`config.mk`:
```
export PLATFORM = sky130hd
export DESIGN_NAME = seq_detect_prog
export DESIGN_NICKNAME = d
export VERILOG_FILES = /design/src/rtl/seq_detect_prog.sv
export SDC_FILE = /design/constraint.sdc
export NUM_CORES = 1
export LEC_CHECK = 0
export CAP_MARGIN = 20
export CELL_PAD_IN_SITES_DETAIL_PLACEMENT = 1
export CELL_PAD_IN_SITES_GLOBAL_PLACEMENT = 1
export CORE_UTILIZATION = 43
export CTS_BUF_LIST = sky130_fd_sc_hd__clkbuf_8
export CTS_CLUSTER_DIAMETER = 50
export DETAILED_ROUTE_END_ITERATION = 8
export MAX_ROUTING_LAYER = met4
export PLACE_DENSITY = 0.88
export SETUP_SLACK_MARGIN = 0.02
export SYNTH_ARGS = -nofsm -noshare
export SYNTH_HDL_FRONTEND = slang
export SYNTH_SLANG_ARGS = --single-unit
```
`constraint.sdc`:
```
create_clock -name clock -period 6.9 [get_ports clock]
set_input_delay 1.38 -clock clock [delete_from_list [all_inputs] [get_ports clock]]
set_output_delay 1.38 -clock clock [all_outputs]
set_load 0.005 [all_outputs]
```
`src/rtl/seq_detect_prog.sv`:
```
// ============================================================================
// Module      : seq_detect_prog
// Description : Runtime-programmable serial bit-pattern detector. Matches a
//               loaded pattern of 1..PAT_W bits on a qualified serial lane,
//               with overlapping or non-overlapping detection, and flags each
//               occurrence with a registered one-cycle pulse.
//
// Ports       : clock        in   system clock, rising edge
//               reset        in   synchronous active-high reset
//               load         in   capture pattern/pat_len/overlap, restart
//               pattern      in   [PAT_W-1:0] pattern, [len-1] received first
//               pat_len      in   [LEN_W-1:0] pattern length (clamped to PAT_W)
//               overlap      in   1 = overlapping, 0 = non-overlapping
//               din_valid    in   datain qualifier
//               datain       in   serial data bit
//               match        out  one-cycle pulse per detected occurrence
//               armed        out  fill >= active length and length != 0
//               match_count  out  [CNT_W-1:0] saturating match counter
//
// Options     : SEQDET_COUNT_EN - when defined, builds the saturating match
//               counter; otherwise match_count is tied to zero.
//
// Revision    : 1.0 - initial release
// ============================================================================
`default_nettype none

module seq_detect_prog #(
  parameter int PAT_W = 8,
  parameter int LEN_W = $clog2(PAT_W + 1),
  parameter int CNT_W = 8
) (
  input  logic             clock,
  input  logic             reset,
  input  logic             load,
  input  logic [PAT_W-1:0] pattern,
  input  logic [LEN_W-1:0] pat_len,
  input  logic             overlap,
  input  logic             din_valid,
  input  logic             datain,
  output logic             match,
  output logic             armed,
  output logic [CNT_W-1:0] match_count
);

  localparam logic [LEN_W-1:0] c_PAT_MAX = LEN_W'(PAT_W);

  // Only the newest PAT_W-1 history bits are kept: the oldest bit of a full
  // PAT_W history is shifted out on the next valid bit before any compare
  // could see it, since comparisons always use the post-shift history.
  logic [PAT_W-2:0] r_hist;
  logic [LEN_W-1:0] r_fill;
  logic [PAT_W-1:0] r_pattern;
  logic [LEN_W-1:0] r_len;
  logic             r_overlap;
  logic             r_match;

  logic [PAT_W-1:0] w_hist_n;
  logic [LEN_W-1:0] w_fill_n;
  logic [PAT_W-1:0] w_mask;
  logic [LEN_W-1:0] w_len_clamped;
  logic             w_hit;

  assign w_hist_n      = {r_hist, datain};
  assign w_fill_n      = (r_fill == c_PAT_MAX) ? c_PAT_MAX : r_fill + 1'b1;
  // Low r_len bits set; a length of PAT_W shifts every one out, giving all ones.
  assign w_mask        = ~({PAT_W{1'b1}} << r_len);
  assign w_len_clamped = (pat_len > c_PAT_MAX) ? c_PAT_MAX : pat_len;

  assign w_hit = (r_len != '0) && (w_fill_n >= r_len) &&
                 (((w_hist_n ^ r_pattern) & w_mask) == '0);

  always_ff @(posedge clock) begin
    if (reset) begin
      r_hist    <= '0;
      r_fill    <= '0;
      r_pattern <= '0;
      r_len     <= '0;
      r_overlap <= 1'b0;
      r_match   <= 1'b0;
    end else if (load) begin
      r_pattern <= pattern;
      r_len     <= w_len_clamped;
      r_overlap <= overlap;
      r_hist    <= '0;
      r_fill    <= '0;
      r_match   <= 1'b0;
    end else if (din_valid) begin
      r_hist  <= w_hist_n[PAT_W-2:0];
      r_match <= w_hit;
      // Non-overlapping mode discards every bit the match consumed.
      r_fill  <= (w_hit && !r_overlap) ? '0 : w_fill_n;
    end else begin
      r_match <= 1'b0;
    end
  end

  assign match = r_match;
  assign armed = (r_len != '0) && (r_fill >= r_len);

`ifdef SEQDET_COUNT_EN
  logic [CNT_W-1:0] r_cnt;

  always_ff @(posedge clock) begin
    if (reset || load) begin
      r_cnt <= '0;
    end else if (din_valid && w_hit && (r_cnt != {CNT_W{1'b1}})) begin
      r_cnt <= r_cnt + 1'b1;
    end
  end

  assign match_count = r_cnt;
`else
  assign match_count = '0;
`endif

endmodule

`default_nettype wire

```
==> summary.md, run 1 <==
| Metric | Value |
|---|---|
| Final cycle utilization of the critical path | `approximately 53%` |
| Critical path data arrival time | `2300 ps` |
| Die Ht | `58.5 µm` |
| Area grow syn2layout | `17.5%` |
| DRC | `0` |
| Design Power | `0.000293 W` |
| GRT Util Overall | `roughly 23%` |
| Post-synthesis register bit count | `25` |
| Critical path peak fanout | `6` |
| Vias in the first global route | `1174` |
| Crit path time final | `roughly 3700 ps` |
| Post-Syn Instances | `roughly 150` |
| Pin slew with the least headroom to its limit | `849 ps` |
| Syn. warnings | `0` |
| Share of layout cells above drive strength 1 | `~5.5%` |
| Total CTS buffers | `3` |
| Net count, final | `between 150 and 200` |
| Cell row count | `20` |
| ANT nets after route | `0` |
| Clock tree from TritonCTS | `yes` |
| Drt total wl | `approximately 3400 µm` |
| Routability congestion estimate | `about 0.78` |
| Initial antenna violation count | `0` |
| Iteration-0 DRC Markers | `13` |
| Post-layout utilization of the core | `approximately 53%` |
| Max Cap Viol | `0` |
| GRT overflow | `0` |
| Clock latency on the worst-skew pair | `~270 ps` |
| Maximum vdd drop | `0.112 mV` |
| Max-slew violation count | `0` |
| Setup WS pre-CTS | `3550 ps` |
| Maximum clock frequency | `272 MHz` |
| First-pass GRT wire length | `~5600 µm` |
| I/O Buffers | `19` |
| Post-Synthesis Cell Area | `0.00137 mm²` |
| Synth top area cells | `dfxtp_1 36%, mux2i_1 12%, ha_1 9.1%` |
| Die W | `roughly 60 µm` |
| Final TNS setup | `0 ps` |
| CTS max path bufs | `2` |
| Clock Skews | `3.37 ps` |
| Share of Yosys cell area claimed by the top area cell type | `36.4%` |
| Setup Buffers After CTS | `0` |
| Post-CTS sizing | `0` |
| Final WS setup | `around 3200 ps` |
| Largest area contributor in the netlist | `dfxtp_1` |
| CORE AREA | `0.00305 mm²` |
| Router iterations before antenna repair | `6` |
| WS Path Type | `reg2out` |
| Die area | `about 0.0034 mm²` |
| Leakage power | `0.659 nW` |
| RSZ-0062 raised after global routing | `false` |
| CP startpoint kind | `flip-flop` |
| Pwr dens | `182 mW/mm²` |
| Finish-stage setup viols | `0` |
| Final Hold Viols | `0` |
| I/O pin cnt | `28` |
| Ant. Diodes | `0` |
| Largest net degree at the start of global routing | `18` |
| Clk slew on worst S/H paths | `roughly 90 ps` |
| CP required | `roughly 5500 ps` |
| Post-CTS Hold Fix Bufs | `0` |
| Seq/Total Area, Yosys | `around 36%` |
| Hold crit path type | `reg2reg` |
| Status | `completed` |
| CTS sink cnt | `25` |
| Rel. slew slack | `43.2%` |
| Clk root buf | `clkbuf_8` |
| Initial Utilization | `a little under half` |
| Synth Area per Inst | `9.28 µm²` |
| DP HPWL | `around 2400 µm` |
| Distinct cells, synth | `33` |
| Vias/cell | `5.34` |
| Htree depth | `1` |
| Critical Path End Type | `output pin` |
| Total number of vias | `1117` |
| Wirelength per Cell | `between 15 and 20 µm` |
## power breakdown
group | internal [W] | total (W) | switching (W)
registers | 0.000149 | 0.000154 | 0.00000507
clock network | 0.0000410 | 0.0000909 | 0.0000498
logic | 0.0000253 | 0.0000483 | 0.0000231
total | 0.000215 | 0.000293 | 0.0000780
## stage by stage
stage / std cells / cell area [µm²] / hold WS, ps
6_report: 209 / 1610 / 510
5_1_grt: 209 / 1610 / 547
4_1_cts: 209 / 1610 / 517
3_5_place_dp: 205 / 1570 / 494
3_3_place_gp: 205 / 1570 / 470
2_1_floorplan: 155 / 1400 / 452
## placed cells by master (no fill, tap or decap), types with 3 or more instances in the layout
master,netlist,layout
o21ai_0,3,3
nor2_1,23,23
nand3_1,3,3
ha_1,10,10
inv_1,7,7
a21oi_1,6,6
xnor2_1,7,7
conb_1,1,8
clkdlybuf4s50_1,0,19
mux2i_1,17,17
nand2_1,3,3
clkbuf_8,0,3
dfxtp_1,25,25
nor2b_1,3,3
a32o_1,4,4
## cell type report
class,count,area (µm²)
fill,368,1440
timing repair buffer,19,190
tap,44,55.1
clock buffer,3,41.3
multi-input combinational,110,793
clock inverter,1,7.51
sequential,25,500
inverter,7,26.3
## synth_stat cells (all sizes together)
master	count
dfxtp	25
nor2	23
mux2i	17
ha	10
buf	9
inv	7
xnor2	7
a21oi	6
a32o	4
clkbuf	4
nand2	3
nand3	3
nor2b	3
o21ai	3
a21o	2
a31oi	2
nand2b	2
nor4	2
o22ai	2
xor2	2
a2111oi	1
a211o	1
a211oi	1
a2bb2oi	1
and2	1
and3	1
conb	1
nand3b	1
nand4	1
nor4b	1
o21a	1
or2	1
## registers in the layout, indices dropped and copies added (netlist names)
signal	flops
r_overlap	1
r_fill	4
r_len	4
match	1
r_hist	7
r_pattern	8
## final timing paths
check / from / end / slack, ps / depth (start not counted)
max: r_fill[0] / armed / 3220 / 8
min: r_overlap / r_overlap / 510 / 2
min reg2reg: r_overlap / r_overlap / 510 / 2
max reg2reg: r_fill[0] / r_fill[2] / 4270 / 10
## routing by layer
metal	wire length, µm	GRT usage (%)
met3	75	3.30
met4	119	10.9
met5	0	-
met2	1770	40.6
met1	1400	24.9
## critical path, cell delays in order (launching register included)
cell and delay [ps]:
dfxtp_1 440, inv_1 90, ha_1 300, nand2b_1 150, a21o_1 180, a21o_1 170, a21oi_1 160, nor2_1 60
clkdlybuf4s50_1 470
## kinds of logic after synthesis
logic type	count (synthesis)	share of synthesized area, %
simple gates	42	15.8
flops	25	36.4
compound gates	24	12.5
buf+inv	20	7.74
mux	17	12.4
fa+ha+maj	10	9.11
xor+xnor	9	5.74
other cells	1	0.273
Note: power is estimated with default switching activity, not from simulation.
==> run 2, diff against run 1 <==
Settings changed: CORE_UTILIZATION 43 to 40, PLACE_DENSITY 0.88 to 0.83.
Clock period 6.9 ns to 3.5 ns, I/O delays scaled along.
==> run 2 against run 1 <==
Net effect:
- via count shrank 3.0%
- sequential power grew 97%
- register-to-register slack lost 3300 ps
- sequential share of layout area shrank 0.072 points
- power grew 92%
==> summary.md, run 2 (synthesis results as in run 1) <==
| Metric | Value |
|---|---|
| Clock latency on the worst-skew pair | `270 ps` |
| Cell row count | `20` |
| CP cell instances | `inv_1 -> ha_1 -> nand2b_1 -> a21o_1 -> a21o_1 -> a21oi_1 -> nor2_1 -> clkdlybuf4s50_1` |
| Vias/cell | `5.16` |
| First-pass GRT wire length | `around 5000 µm` |
| Hold crit path type | `reg2reg` |
| Max Cap Viol | `0` |
| CP dominant cell by count | `a21o_1` |
| Drt total wl | `3080 µm` |
| Most common cell after layout, fill and taps aside | `dfxtp_1` |
| CTS max path bufs | `2` |
| Wirelength per Cell | `14.7 µm` |
| Hold-critical path depth | `2` |
| Critical path peak fanout | `6` |
| CTS sink cnt | `25` |
| GRT met2 Usage | `about a third` |
| Status | `completed` |
| Total CTS buffers | `3` |
| Crit-path max cell delay | `470 ps` |
| Reg with most FFs | `r_pattern` |
| ANT nets after route | `0` |
| Final TNS setup | `0 ps` |
| DRC | `0` |
| CORE AREA | `0.00315 mm²` |
| Clock tree from TritonCTS | `yes` |
| Vias in the first global route | `1137` |
| GRT Util Overall | `between 10% and 20%` |
| Die area | `between 0.003 and 0.004 mm²` |
| Max-slew violation count | `0` |
| Rel. slew slack | `roughly three fifths` |
| Total number of vias | `1083` |
| Routability congestion estimate | `0.823` |
| Share of layout cells above drive strength 1 | `5.42%` |
| Setup Buffers After CTS | `0` |
| Htree depth | `1` |
| Biggest regs | `r_pattern (8), r_hist (7)` |
| Clk slew on worst S/H paths | `about 80 ps` |
| Initial antenna violation count | `0` |
| CP required | `approximately 2800 ps` |
| Pin slew with the least headroom to its limit | `620 ps` |
| Initial Utilization | `a little over two fifths` |
| R2R depth | `10` |
| Iteration-0 DRC Markers | `17` |
| Met3 GRT Util | `3.84%` |
| Design area | `0.00162 mm²` |
| Clock Skews | `2.20 ps` |
| I/O Buffers | `19` |
| Number of flip-flops in the largest register | `8` |
| Clk root buf | `clkbuf_8` |
| Post-CTS sizing | `0` |
| DP HPWL | `between 2000 and 2500 µm` |
| Commonest cells after routing, fill and taps aside | `25 x dfxtp_1, 23 x nor2_1, 19 x clkdlybuf4s50_1` |
| RSZ-0062 raised after global routing | `false` |
| GRT met1 Usage | `between 20% and 30%` |
| Maximum clock frequency | `~340 MHz` |
| Die Ht | `a little over 60 µm` |
| CP startpoint kind | `flip-flop` |
| Router iterations before antenna repair | `4` |
| Placed cell area | `0.00157 mm²` |
| Leakage power | `~0.67 nW` |
| WS Path Type | `reg2out` |
| Critical Path End Type | `output pin` |
| Maximum vdd drop | `approximately 0.22 mV` |
| Net count, final | `~200` |
| Slowest cell on crit path | `clkdlybuf4s50_1` |
| I/O pin cnt | `28` |
| Crit path time final | `2910 ps` |
| Largest net degree at the start of global routing | `16` |
| Pwr dens | `approximately 350 mW/mm²` |
| Post-CTS Hold Fix Bufs | `0` |
| GRT overflow | `0` |
| Most Crowded Layer GR | `met2` |
| Area grow syn2layout | `17.8%` |
| Critical path data arrival time | `approximately 2200 ps` |
| Final cycle utilization of the critical path | `83.2%` |
| Final Hold Viols | `0` |
| Ant. Diodes | `0` |
| Die W | `60.6 µm` |
| Finish-stage setup viols | `0` |
run 2: changes by cell type in the layout (fill, tap and decap cells not counted), sizes merged:
cell | before | now
clkinvlp | 1 | 0
inv | 7 | 8
buf | 0 | 1
run 2: report_power, final:
part	switching [W]	internal [W]	total [W]
Clock	0.0000875	0.0000786	0.000166
Sequential	0.00000937	0.000294	0.000303
Combinational	0.0000439	0.0000502	0.0000941
Total	0.000141	0.000423	0.000564
run 2: cell type report:
cell class                 instances  area [µm²]
inverter                           7        26.3
clock inverter                     1        3.75
timing repair buffer              20         198
sequential                        25         500
fill                             391        1540
tap                               44        55.1
multi-input combinational        110         793
clock buffer                       3        41.3
run 2: metrics by stage:
step           hold WS, ps  power, W  setup WS, ps  std cells  utilization (%)
2_1_floorplan          452  0.000371          1330        155                -
3_3_place_gp           484  0.000399           925        206             49.9
3_5_place_dp           487  0.000404           889        206             49.9
4_1_cts                512  0.000573           572        210             51.3
5_1_grt                554  0.000594           492        210             51.3
6_report               511  0.000564           589        210             51.3
run 2: worst paths after layout:
check	slack [ps]	to	from
worst max-delay path	590	armed	r_fill[0]
worst min register to register	510	r_overlap	r_overlap
worst max register to register	990	r_fill[0]	r_fill[0]
worst min-delay path	510	r_overlap	r_overlap
run 2: routing by layer:
layer / part of all wire, % / vias to the layer above
li1: - / 534
met1: 42 / 516
met2: 52 / 22
met3: 2.8 / 11
met4: 3.1 / 0
met5: 0 / -
run 2: worst max-delay path, delay by kind of cell, from the launching register on:
kind            cells  cell delay, ps
compound gates      3             480
fa+ha+maj           1             280
buf+inv             2             560
flops               1             430
simple gates        2             190
==> run 3, diff against run 2 <==
Settings changed: CORE_UTILIZATION 40 to 36, PLACE_DENSITY 0.83 to 0.79.
Clock period 3.5 ns to 2.6 ns, I/O delays scaled along.
==> run 3 against run 2 <==
Net effect:
- clock skew shrank 0.68 ps
- critical path type unchanged
- largest power group unchanged
- setup slack worse by 440 ps
- critical endpoint unchanged
- global-route usage down 2.5 points
==> summary.md, run 3 (synthesis results as in run 1) <==
| Metric | Value |
|---|---|
| Maximum vdd drop | `between 0.3 and 0.4 mV` |
| CTS sink cnt | `25` |
| Number of flip-flops in the largest register | `8` |
| Filler Cell Count | `about 450` |
| First-pass GRT wire length | `5320 µm` |
| Finish-stage setup viols | `0` |
| ANT nets after route | `0` |
| Area grow syn2layout | `19.6%` |
| Largest net degree at the start of global routing | `14` |
| Design Power | `approximately 0.00076 W` |
| Commonest cells after routing, fill and taps aside | `23 x nor2_1, 22 x dfxtp_1, 18 x clkdlybuf4s50_1` |
| Htree depth | `1` |
| DP HPWL | `approximately 2500 µm` |
| Reg with most FFs | `r_pattern` |
| DRC | `0` |
| Clock Skews | `between 1.5 and 2 ps` |
| GRT Util Overall | `17.2%` |
| Final TNS setup | `0 ps` |
| Critical path peak fanout | `3` |
| Vias in the first global route | `1217` |
| Internal Power | `between 0.0005 and 0.0006 W` |
| Max Cap Viol | `0` |
| Net count, final | `197` |
| Critical path data arrival time | `slightly below 2000 ps` |
| Flop pwr share | `a little over half` |
| Pin slew with the least headroom to its limit | `roughly 580 ps` |
| Biggest regs | `r_pattern (8), r_hist (7)` |
| Wirelength per Cell | `~14 µm` |
| Ant. Diodes | `0` |
| Iteration-0 DRC Markers | `30` |
| I/O Buffers | `19` |
| RSZ-0062 raised after global routing | `false` |
| Die area | `0.00407 mm²` |
| Most common cell after layout, fill and taps aside | `nor2_1` |
| Slowest cell on crit path | `dfxtp_4` |
| Share of layout cells above drive strength 1 | `8.33%` |
| Leakage power | `between 0.6 and 0.7 nW` |
| Status | `completed` |
| Post-CTS Hold Fix Bufs | `0` |
| CP cell instances | `inv_1 -> ha_1 -> nand2b_1 -> a21o_1 -> a21o_1 -> a21oi_1 -> nor2_1 -> dlygate4sd2_1` |
| CORE AREA | `0.00366 mm²` |
| Total CTS buffers | `3` |
| I/O pin cnt | `28` |
| R2R setup slack | `~190 ps` |
| Initial antenna violation count | `0` |
| Crit path buffers/inverters | `2` |
| Switching pwr | `between 0.00015 and 0.0002 W` |
| Clk slew on worst S/H paths | `80 ps` |
| Sw frac | `roughly 25%` |
| Router iterations before antenna repair | `3` |
| Critical Path End Type | `output pin` |
| Initial Utilization | `37.5%` |
| Die Ht | `~64 µm` |
| Cell family with most CP delay | `compound AO/OA/AOI/OAI gates` |
| Routability congestion estimate | `between 0.7 and 0.8` |
| Crit path time final | `around 2400 ps` |
| Total number of vias | `1066` |
| WS Path Type | `reg2out` |
| Maximum clock frequency | `408 MHz` |
| CP dominant cell by count | `a21o_1` |
| Pwr dens | `approximately 460 mW/mm²` |
| Rel. slew slack | `between 60% and 70%` |
| Clock tree from TritonCTS | `yes` |
| Hold crit path type | `reg2reg` |
| Max-slew violation count | `0` |
| CP required | `2080 ps` |
| Vias/cell | `slightly below 5` |
| Clk root buf | `clkbuf_8` |
| Cell row count | `22` |
| GRT overflow | `0` |
| Final cycle utilization of the critical path | `94.2%` |
| Crit-path max cell delay | `between 300 and 400 ps` |
| Placed Instances | `roughly 210` |
| Cell Count, Final, Fillers Out | `216` |
| Die W | `about 64 µm` |
| Drt total wl | `a little over 3000 µm` |
| CTS max path bufs | `2` |
| CP startpoint kind | `flip-flop` |
| Clock Power Share | `a little under a third` |
| Clock latency on the worst-skew pair | `around 270 ps` |
| Final Hold Viols | `0` |
| Share of power burned in combinational logic | `16.5%` |
[run 3: cell types whose count changed in the layout (fill, tap and decap cells not counted), sizes merged]
cell and change:
clkdlybuf4s50 -1, dlygate4sd2 +1, buf +2
[run 3: path summary, 6_finish.rpt]
check             startpoint   endpoint  depth (start not counted)
hold / removal     r_overlap  r_overlap                          2
setup / recovery   r_fill[0]      armed                          8
setup reg to reg   r_fill[1]  r_fill[0]                         10
hold reg to reg    r_overlap  r_overlap                          2
[run 3: power groups by stage]
stage          Combinational (W)  Clock (W)  Sequential [W]
3_3_place_gp            0.000121          0        0.000416
6_report                0.000126   0.000229        0.000407
4_1_cts                 0.000125   0.000237        0.000408
5_1_grt                 0.000140   0.000254        0.000409
3_5_place_dp            0.000126          0        0.000417
2_1_floorplan          0.0000855          0        0.000414
[run 3: timing repair]
| item | in CTS | in global routing |
|---|---|---|
| endpoints found under the setup margin | 1 | 2 |
| pin swaps | 0 | 1 |
| endpoints found under the hold margin | 0 | 0 |
| gates resized for setup | 4 | 1 |
| gates cloned | 0 | 0 |
| setup buffers | 0 | 1 |
[run 3: area by class of cell]
cell class / instances / area, µm² / area share (%)
inverters: 7 / 26.3 / 1.60
repair buffers: 22 / 211 / 12.9
flip-flops and latches: 25 / 507 / 30.8
clock buffers: 3 / 41.3 / 2.51
clock inverters: 1 / 3.75 / 0.228
well taps: 48 / 60.1 / 3.66
multi-input cells: 110 / 793 / 48.3
[run 3: per-stage QoR]
stage | hold slack [ps] | instance area [µm²] | util, % | setup slack, ps
final | 504 | 1640 | 44.9 | 152
after global routing | 570 | 1640 | 44.9 | 23.3
after CTS | 517 | 1630 | 44.6 | 89.0
after detailed placement | 496 | 1590 | 43.3 | 121
after global placement | 492 | 1590 | 43.3 | 214
after floorplan | 452 | 1400 | - | 427
[run 3: worst register-to-register path, cell delays in order, from the launching register on]
cell and delay [ps]:
dfxtp_1 450, inv_1 80, ha_1 200, a31oi_1 220
inv_1 70, ha_1 260, nand2b_1 100, a2111oi_0 90
nor4_1 410, nand3b_2 160, a32o_1 270
[run 3: metal layers]
metal / wire length [µm] / track usage [%] / vias up
met5: 0 / - / -
met4: 89 / 7.67 / 0
met3: 75 / 3.04 / 11
met2: 1590 / 31.4 / 16
met1: 1270 / 18.0 / 500
li1: - / - / 539
